**config.mk**
```make
export PLATFORM = sky130hd
export DESIGN_NAME = sensors_acquire_flat
export DESIGN_NICKNAME = d
export VERILOG_FILES = /design/src/rtl/sensors_pkg.sv /design/src/rtl/sensors_if.sv /design/src/rtl/sensors_timeout_cnt.sv /design/src/rtl/sensors_acquire.sv /design/src/flat_wrapper.sv
export SDC_FILE = /design/constraint.sdc
export NUM_CORES = 1
export LEC_CHECK = 0
export BUFFER_PORTS_ARGS = -buffer_cell sky130_fd_sc_hd__buf_2
export CAP_MARGIN = 30
export CELL_PAD_IN_SITES_DETAIL_PLACEMENT = 1
export CELL_PAD_IN_SITES_GLOBAL_PLACEMENT = 1
export CORE_MARGIN = 2
export CORE_UTILIZATION = 50
export DETAILED_ROUTE_END_ITERATION = 10
export GPL_TIMING_DRIVEN = 0
export PLACE_DENSITY_LB_ADDON = 0.25
export SYNTH_ARGS = -nofsm -noshare
export SYNTH_HDL_FRONTEND = slang
export SYNTH_SLANG_ARGS = --single-unit
```
**constraint.sdc**
```tcl
create_clock -name clk -period 3.7 [get_ports clk]
set_input_delay 0.185 -clock clk [delete_from_list [all_inputs] [get_ports clk]]
set_output_delay 0.185 -clock clk [all_outputs]
set_load 0.05 [all_outputs]
```
**src/rtl/sensors_pkg.sv**
```systemverilog
// Shared types and sizes for the baggage-drop height sensor acquisition path.
package sensors_pkg;

    localparam int unsigned NUM_SENSORS = 4;
    localparam int unsigned SENS_W      = 8;
    localparam int unsigned IDX_W       = $clog2(NUM_SENSORS);

    typedef enum logic [1:0] {
        IDLE = 2'd0,
        REQ  = 2'd1,
        REL  = 2'd2
    } state_t;

    // One complete frame: a byte per sensor plus its timeout flag.
    typedef struct packed {
        logic [NUM_SENSORS-1:0]             err;
        logic [NUM_SENSORS-1:0][SENS_W-1:0] data;
    } frame_t;

endpackage

```
**src/rtl/sensors_if.sv**
```systemverilog
// Shared four-phase req/ack bus between the acquisition block and the sensors.
interface sensors_if;
    import sensors_pkg::*;

    logic [IDX_W-1:0]  sens_sel;
    logic              sens_req;
    logic              sens_ack;
    logic [SENS_W-1:0] sens_data;

    modport master (
        output sens_sel,
        output sens_req,
        input  sens_ack,
        input  sens_data
    );

    modport slave (
        input  sens_sel,
        input  sens_req,
        output sens_ack,
        output sens_data
    );

endinterface

```
**src/rtl/sensors_timeout_cnt.sv**
```systemverilog
// Handshake phase timer: flags expiry once a phase has lasted TIMEOUT cycles.
module sensors_timeout_cnt #(
    parameter  int unsigned TIMEOUT = 16,
    localparam int unsigned CNT_W   = $clog2(TIMEOUT) + 1
) (
    input  logic clk,
    input  logic rst_n,
    input  logic clr,
    input  logic en,
    output logic expired
);

    localparam logic [CNT_W-1:0] CNT_MAX = CNT_W'(TIMEOUT - 1);
    localparam logic [CNT_W-1:0] CNT_PRE = CNT_W'(TIMEOUT - 2);

    logic [CNT_W-1:0] cnt_q;

    // expired is registered one count early so it is high during the TIMEOUT-th cycle.
    always_ff @(posedge clk or negedge rst_n) begin
        if (!rst_n) begin
            cnt_q   <= '0;
            expired <= 1'b0;
        end else if (clr || !en) begin
            cnt_q   <= '0;
            expired <= 1'b0;
        end else begin
            if (cnt_q != CNT_MAX) begin
                cnt_q <= cnt_q + 1'b1;
            end
            if (cnt_q == CNT_PRE) begin
                expired <= 1'b1;
            end
        end
    end

endmodule

```
**src/rtl/sensors_acquire.sv**
```systemverilog
// Polls four height sensors over a shared req/ack bus and publishes them as one
// atomically updated frame; an unresponsive sensor reads 0 with its err bit set.
module sensors_acquire
    import sensors_pkg::*;
#(
    parameter int unsigned TIMEOUT = 16
) (
    input  logic                   clk,
    input  logic                   rst_n,
    input  logic                   start,
    input  logic                   continuous,
    sensors_if.master              bus,
    output logic [SENS_W-1:0]      sensor1,
    output logic [SENS_W-1:0]      sensor2,
    output logic [SENS_W-1:0]      sensor3,
    output logic [SENS_W-1:0]      sensor4,
    output logic [NUM_SENSORS-1:0] sensor_err,
    output logic                   frame_valid,
    output logic                   busy
);

    state_t           state_q, state_d;
    logic [IDX_W-1:0] idx_q, idx_d;
    frame_t           shadow_q, shadow_d;
    frame_t           frame_q;
    logic             publish_c;
    logic             last_c;
    logic             clr_c;
    logic             en_c;
    logic             expired;

    assign last_c = (idx_q == IDX_W'(NUM_SENSORS - 1));
    assign clr_c  = (state_d != state_q);
    assign en_c   = (state_q != IDLE);

    sensors_timeout_cnt #(
        .TIMEOUT (TIMEOUT)
    ) u_timeout (
        .clk     (clk),
        .rst_n   (rst_n),
        .clr     (clr_c),
        .en      (en_c),
        .expired (expired)
    );

    // Next state, poll index and shadow capture.
    always_comb begin
        state_d   = state_q;
        idx_d     = idx_q;
        shadow_d  = shadow_q;
        publish_c = 1'b0;
        case (state_q)
            IDLE: begin
                if (start || continuous) begin
                    state_d = REQ;
                    idx_d   = '0;
                end
            end
            REQ: begin
                // An ack on the expiry cycle still counts as a response.
                if (bus.sens_ack) begin
                    shadow_d.data[idx_q] = bus.sens_data;
                    shadow_d.err[idx_q]  = 1'b0;
                    state_d              = REL;
                end else if (expired) begin
                    shadow_d.data[idx_q] = '0;
                    shadow_d.err[idx_q]  = 1'b1;
                    state_d              = REL;
                end
            end
            REL: begin
                if (!bus.sens_ack || expired) begin
                    if (bus.sens_ack) begin
                        shadow_d.data[idx_q] = '0;
                        shadow_d.err[idx_q]  = 1'b1;
                    end
                    if (last_c) begin
                        state_d   = IDLE;
                        publish_c = 1'b1;
                    end else begin
                        idx_d   = idx_q + 1'b1;
                        state_d = REQ;
                    end
                end
            end
            default: begin
                state_d = IDLE;
            end
        endcase
    end

    always_ff @(posedge clk or negedge rst_n) begin
        if (!rst_n) begin
            state_q  <= IDLE;
            idx_q    <= '0;
            shadow_q <= '0;
        end else begin
            state_q  <= state_d;
            idx_q    <= idx_d;
            shadow_q <= shadow_d;
        end
    end

    // Registered bus drive and frame outputs; the frame copies the merged shadow.
    always_ff @(posedge clk or negedge rst_n) begin
        if (!rst_n) begin
            bus.sens_req <= 1'b0;
            bus.sens_sel <= '0;
            busy         <= 1'b0;
            frame_valid  <= 1'b0;
            frame_q      <= '0;
        end else begin
            bus.sens_req <= (state_d == REQ);
            bus.sens_sel <= idx_d;
            busy         <= (state_d != IDLE);
            frame_valid  <= publish_c;
            if (publish_c) begin
                frame_q <= shadow_d;
            end
        end
    end

    assign sensor1    = frame_q.data[0];
    assign sensor2    = frame_q.data[1];
    assign sensor3    = frame_q.data[2];
    assign sensor4    = frame_q.data[3];
    assign sensor_err = frame_q.err;

endmodule

```
**src/flat_wrapper.sv**
```systemverilog
// flat-port wrapper written by rule: the top's interface ports become plain ports
module sensors_acquire_flat import sensors_pkg::*;
#(
    parameter int unsigned TIMEOUT = 16
)
  (clk, rst_n, start, continuous, sensor1, sensor2, sensor3, sensor4, sensor_err, frame_valid, busy, bus_sens_sel, bus_sens_req, bus_sens_ack, bus_sens_data);
  sensors_if bus_i ();
  input  logic clk;
  input  logic rst_n;
  input  logic start;
  input  logic continuous;
  output logic [SENS_W-1:0] sensor1;
  output logic [SENS_W-1:0] sensor2;
  output logic [SENS_W-1:0] sensor3;
  output logic [SENS_W-1:0] sensor4;
  output logic [NUM_SENSORS-1:0] sensor_err;
  output logic frame_valid;
  output logic busy;
  output wire logic [$bits(bus_i.sens_sel)-1:0] bus_sens_sel;
  output wire logic [$bits(bus_i.sens_req)-1:0] bus_sens_req;
  input wire logic [$bits(bus_i.sens_ack)-1:0] bus_sens_ack;
  input wire logic [$bits(bus_i.sens_data)-1:0] bus_sens_data;
  assign bus_sens_sel = bus_i.sens_sel;
  assign bus_sens_req = bus_i.sens_req;
  assign bus_i.sens_ack = bus_sens_ack;
  assign bus_i.sens_data = bus_sens_data;
  sensors_acquire #(.TIMEOUT(TIMEOUT)) u_core (.clk(clk), .rst_n(rst_n), .start(start), .continuous(continuous), .bus(bus_i), .sensor1(sensor1), .sensor2(sensor2), .sensor3(sensor3), .sensor4(sensor4), .sensor_err(sensor_err), .frame_valid(frame_valid), .busy(busy));
endmodule
```
Word level (Yosys, flattened, before mapping)
Cells that the tools add are included.
{ "totals": {"register_bits": 85, "in_bits": 13, "output_inout_bits": 41, "wordCells": 76} }
{ "classes": {"n_addsub": 2, "order_cmp": 2, "n_eq_ne": 10, "mux": 27, "n_bitwise": 5, "n_reduce_logical": 13} }
{ "ops": {"columns": ["cell", "n"], "rows": [
  ["2-to-1 mux 36 bit", 4],
  ["one-hot mux 36 bit (2 select lines)", 1],
  ["bitwise AND 32 bit", 1],
  ["bitwise mux 32 bit", 1],
  ["inverter 32 bit", 1],
  ["demux 8 bit (select 2 bit)", 1],
  ["2-to-1 mux 2 bit", 7],
  ["2-to-1 mux 5 bit", 2],
  ["nonzero test 2 bit", 5],
  ["2-to-1 mux 8 bit", 1],
  ["2-to-1 mux 1 bit", 7],
  ["one-hot mux 2 bit (3 select lines)", 1],
  ["adder 5 x 1 -> 5 bit (second input constant)", 1],
  ["equality test 5 x 4 -> 1 bit (second input constant)", 1],
  ["inequality test 5 x 4 -> 1 bit (second input constant)", 1],
  ["bitwise AND 4 bit", 1],
  ["equality test 2 x 1 -> 1 bit (second input constant)", 2],
  ["equality test 2 bit (second input constant)", 2],
  ["inequality test 2 x 1 -> 1 bit (second input constant)", 2],
  ["inverter 4 bit", 1],
  ["bitwise OR 4 bit", 1],
  ["one-hot mux 2 bit (2 select lines)", 1],
  ["AND reduction 4 bit", 1],
  ["logical OR 1 bit", 3],
  ["other kinds (9)", 10]
]} }

Logic depth before layout (Yosys ltp)
{ "logic_depth": {"depth_word": 9, "ltp_mapped": 8, "ltp_nobuf": 6} }

Hierarchy
Synthesis repeated with hierarchy kept, for this count alone.
{ "hier_totals": {"cells_unflattened": 321, "area_unflattened_um2": 3961.3} }
{ "by_module_without_submodules": {"columns": ["module", "instances", "cells_each", "area_each_um2"], "rows": [
  ["sensors_acquire", 1, 292, 3663.5],
  ["sensors_timeout_cnt", 1, 29, 297.8]
]} }

Worst setup path after synthesis
OpenSTA, ideal clock, no wires.
{ "synth_path": {"path_type": "flip-flop to flip-flop", "from": "reg u_core.idx_q[0]", "to": "reg u_core.frame_q, in the netlist u_core.sensor1[7]", "arrival_time_ps": 2106, "required_time_ps": 3575, "slack_ps": 1469, "path_stages_with_launch": 8, "path_buffers": 1, "period_less_slack_ps": 2231, "path_cell_list": "dfrtp_1 -> inv_1 -> ha_1 -> and3_1 -> clkbuf_1 -> a22o_1 -> a22o_1 -> mux2_2"} }
{ "synth_rtl": {"columns": ["element", "line_no", "source"], "rows": [
  ["start, declared", "sensors_acquire.sv:23", "logic [IDX_W-1:0] idx_q, idx_d;"],
  ["start signal, assigned", "sensors_acquire.sv:99", "idx_q <= idx_d;"],
  ["end signal, assigned", "sensors_acquire.sv:118", "frame_q <= shadow_d;"],
  ["end, declared", "sensors_acquire.sv:25", "frame_t frame_q;"]
]} }

==> impl_metrics.toml <==
[outcome]
status = "complete, no violations"

[clocking]
path_clk_slew_ns = 0.09
numCtsBuffers = 9
cts-root-buf = "clkbuf_8"
cts_max_path_buffers = 2
cts-resized-gates = 0
htreeDepth = 3
cts_sinks = 85
insertion_delay_ns = 0.37
cts_tree = "done"

[timing]
slew_viol_final = 0
hold_violations = 0
tightest_slew_ns = 0.686
period_needed_ns = 2.35
rsz0062_at_grt = "no"
setup_viol = 0
maxSlewHeadroom_pct = 54.0
skew_ns = 0.0104
fin_tns_setup_ns = 0
fin_crit_sh_pct = 63.6
max_freq_ghz = 0.425

[power_and_ir_drop]
power.density_nw_per_um2 = 691
total_power_mw = 3.16
vdd_ir_drop_max_v = 0.000401
leakage_nw = 2.34

[synthesis]
synth.distinct_cells = 40
synth_top_family_by_area = "compound AO/OA/AOI/OAI gates"
yosysSeqAreaShare_pct = 53.8
synthXorXnorAreaFrac_pct = 0.665
syn_area_per_cell_um2 = 12.6
syn_inst = 313
synthesis.nets = 337
synth_warnings = 0
synthAdderAreaFrac_pct = 3.48
syn_area_um2 = 3950
ys_seq_elements = 85
muxShareOfSynthArea_pct = 9.91
synthSimpleGateAreaFrac_pct = 6.39
synth_compound_area_share_pct = 22.3

[worst_setup_path]
cp_slowest_stage_delay_ns = 0.45
crit_family = "buffers and inverters"
r2r_end = "u_core.sensor2[1]"
cp.arrival_ns = 2.60
critPathRequiredTime_ns = 3.95
crit_buf_inv = 3
r2r_setup_slack_ns = 1.35
crit_type = "reg2reg"
cp-end-kind = "flop"
path_cells = "inv_1, ha_1, buf_6, and3_1, buf_2, and3_1, a211o_1, mux2_2"
cp_slowest_cell = "dfrtp_1"
setup.worst_path.start_class = "flop"
reg2regPathDepth = 8
crit_path_max_fanout = 10
path_common_cell = "and3_1"
r2r-start = "u_core.state_q[0]"

[placed_design]
io_buffers = 52
dp_hpwl_um = 6690
place.gp.congestion = 0.770
dpl-instance-area_um2 = 4370

[worst_hold_path]
hold_depth = 3
hold_class = "in2reg"
min-delay-start = "start"
hold_path_end = "u_core.state_q[0]"

[global_routing]
grt_overflow = 0
grt.met1_usage_pct = 32.4
grt_max_degree = 49
grt_usage_pct = 24.2
antenna_found_initial = 0
grt-busiest-layer = "met2"
grt_pass1_wl_um = 16100
grt_pass1_vias = 3035
grt_use_met2_pct = 39.3
met3_usage_pct = 4.39

[finish]
fin_nets = 402
n_fill_cell = 811
final_cell_mix = "85 x dfrtp_1, 65 x a22o_1, 56 x buf_2, 33 x mux2_2"
design_area_um2 = 4580
drive_gt1_share_pct = 32.5
final_common_cell = "dfrtp_1"
diodes = 0
syn_to_final_growth_pct = 15.8

[detailed_routing]
finalWirelength_um = 9780
wire_per_inst_um = 20.2
remaining_drc_errors = 0
ant_nets = 0
num_vias = 2890
vias_per_cell = 5.97
first_pass_iters = 4
drtIter0Drc = 125

[floorplanning]
die_area_um2 = 8630
rows = 32
die_y_um = 92.9
start_util_pct = 51.4
die_x_um = 92.9
coreArea_um2 = 7690
io_pins = 54

[flow_run]
drv_cap = 0
## cell usage after synthesis, drive strengths merged
cell / instances / area, µm²
a2111oi: 1 / 27.5
a211o: 2 / 17.5
a21bo: 3 / 30.0
a21boi: 1 / 7.51
a21oi: 10 / 50.1
a221oi: 1 / 8.76
a22o: 65 / 569
a31oi: 1 / 6.26
a32o: 1 / 11.3
a41oi: 1 / 8.76
and3: 11 / 68.8
buf: 10 / 73.8
clkbuf: 8 / 30.0
dfrtp: 85 / 2130
ha: 11 / 138
inv: 9 / 33.8
mux2: 33 / 372
mux2i: 2 / 20.0
nand2: 4 / 15.0
nand2b: 2 / 12.5
nand3: 1 / 5.00
nand4b: 1 / 8.76
nor2: 7 / 26.3
nor2b: 8 / 57.6
nor3: 5 / 25.0
nor4b: 1 / 8.76
o21ai: 14 / 85.1
o21bai: 4 / 30.0
o22ai: 2 / 12.5
o31ai: 2 / 15.0
or2: 2 / 12.5
or3: 2 / 12.5
xnor2: 1 / 8.76
xor2: 2 / 17.5
## flip-flops by register name, indices dropped and copies added, names as in the netlist, 4 cells and up
signal	flops
u_core.sensor1	8
u_core.sensor2	8
u_core.sensor3	8
u_core.sensor4	8
u_core.sensor_err	4
u_core.shadow_q	36
u_core.u_timeout.cnt_q	5
## power by group
group	internal, mW	switching [mW]
registers	1.09	0.118
logic	0.468	0.810
clock network	0.315	0.356
total	1.88	1.28
## cell type report
cell class	count	area, µm²	area share (%)
inverter	9	33.8	0.738
buffer	18	104	2.27
sequential	85	2130	46.5
clock inverter	6	71.3	1.56
timing repair buffer	54	300	6.56
tap	102	128	2.79
multi-input combinational	201	1690	36.9
clock buffer	9	124	2.71
## through the flow
step	std cells	hold WS [ns]	util [%]	worst slack, ns
2_1_floorplan	313	-0.111	-	1.47
3_3_place_gp	467	0.484	56.5	1.44
3_5_place_dp	468	0.185	56.9	1.35
4_1_cts	484	0.245	59.5	1.36
5_1_grt	484	0.286	59.5	1.26
6_report	484	0.237	59.5	1.35
## how the worst max path moves through the flow
stage / startpoint / to / slack, ns / cells past startpoint
after floorplan: u_core.idx_q[0] / u_core.sensor1[7] / 1.47 / 7
after global placement: u_core.state_q[0] / u_core.sensor2[1] / 1.44 / 8
after detailed placement: u_core.state_q[0] / u_core.sensor2[1] / 1.35 / 8
after CTS: u_core.state_q[0] / u_core.sensor2[1] / 1.36 / 8
after global routing: u_core.state_q[0] / u_core.sensor2[1] / 1.26 / 8
final: u_core.state_q[0] / u_core.sensor2[1] / 1.35 / 8
## layer usage
metal,vias up,wire length [µm]
li1,1312,-
met1,1498,4480
met2,66,4750
met3,14,364
met4,0,178
met5,-,0
## worst register-to-register path, stage by stage, from the launching register on
cell,delay [ns]
dfrtp_1,0.45
inv_1,0.12
ha_1,0.38
buf_6,0.18
and3_1,0.18
buf_2,0.17
and3_1,0.19
a211o_1,0.30
mux2_2,0.27
## what timing repair did
action | CTS | global route
setup buffers | 0 | 0
hold buffers | 1 | 0
endpoints found under the hold margin | 37 | 0
## cells by family after synthesis
group | Yosys count
AOI/OAI and AO/OA | 108
and+or+nand+nor | 44
buffers and inverters | 27
DFF | 85
adders and majority gates | 11
muxes | 35
xor gates and xnor gates | 3
Power figures use the tool's default switching activity.
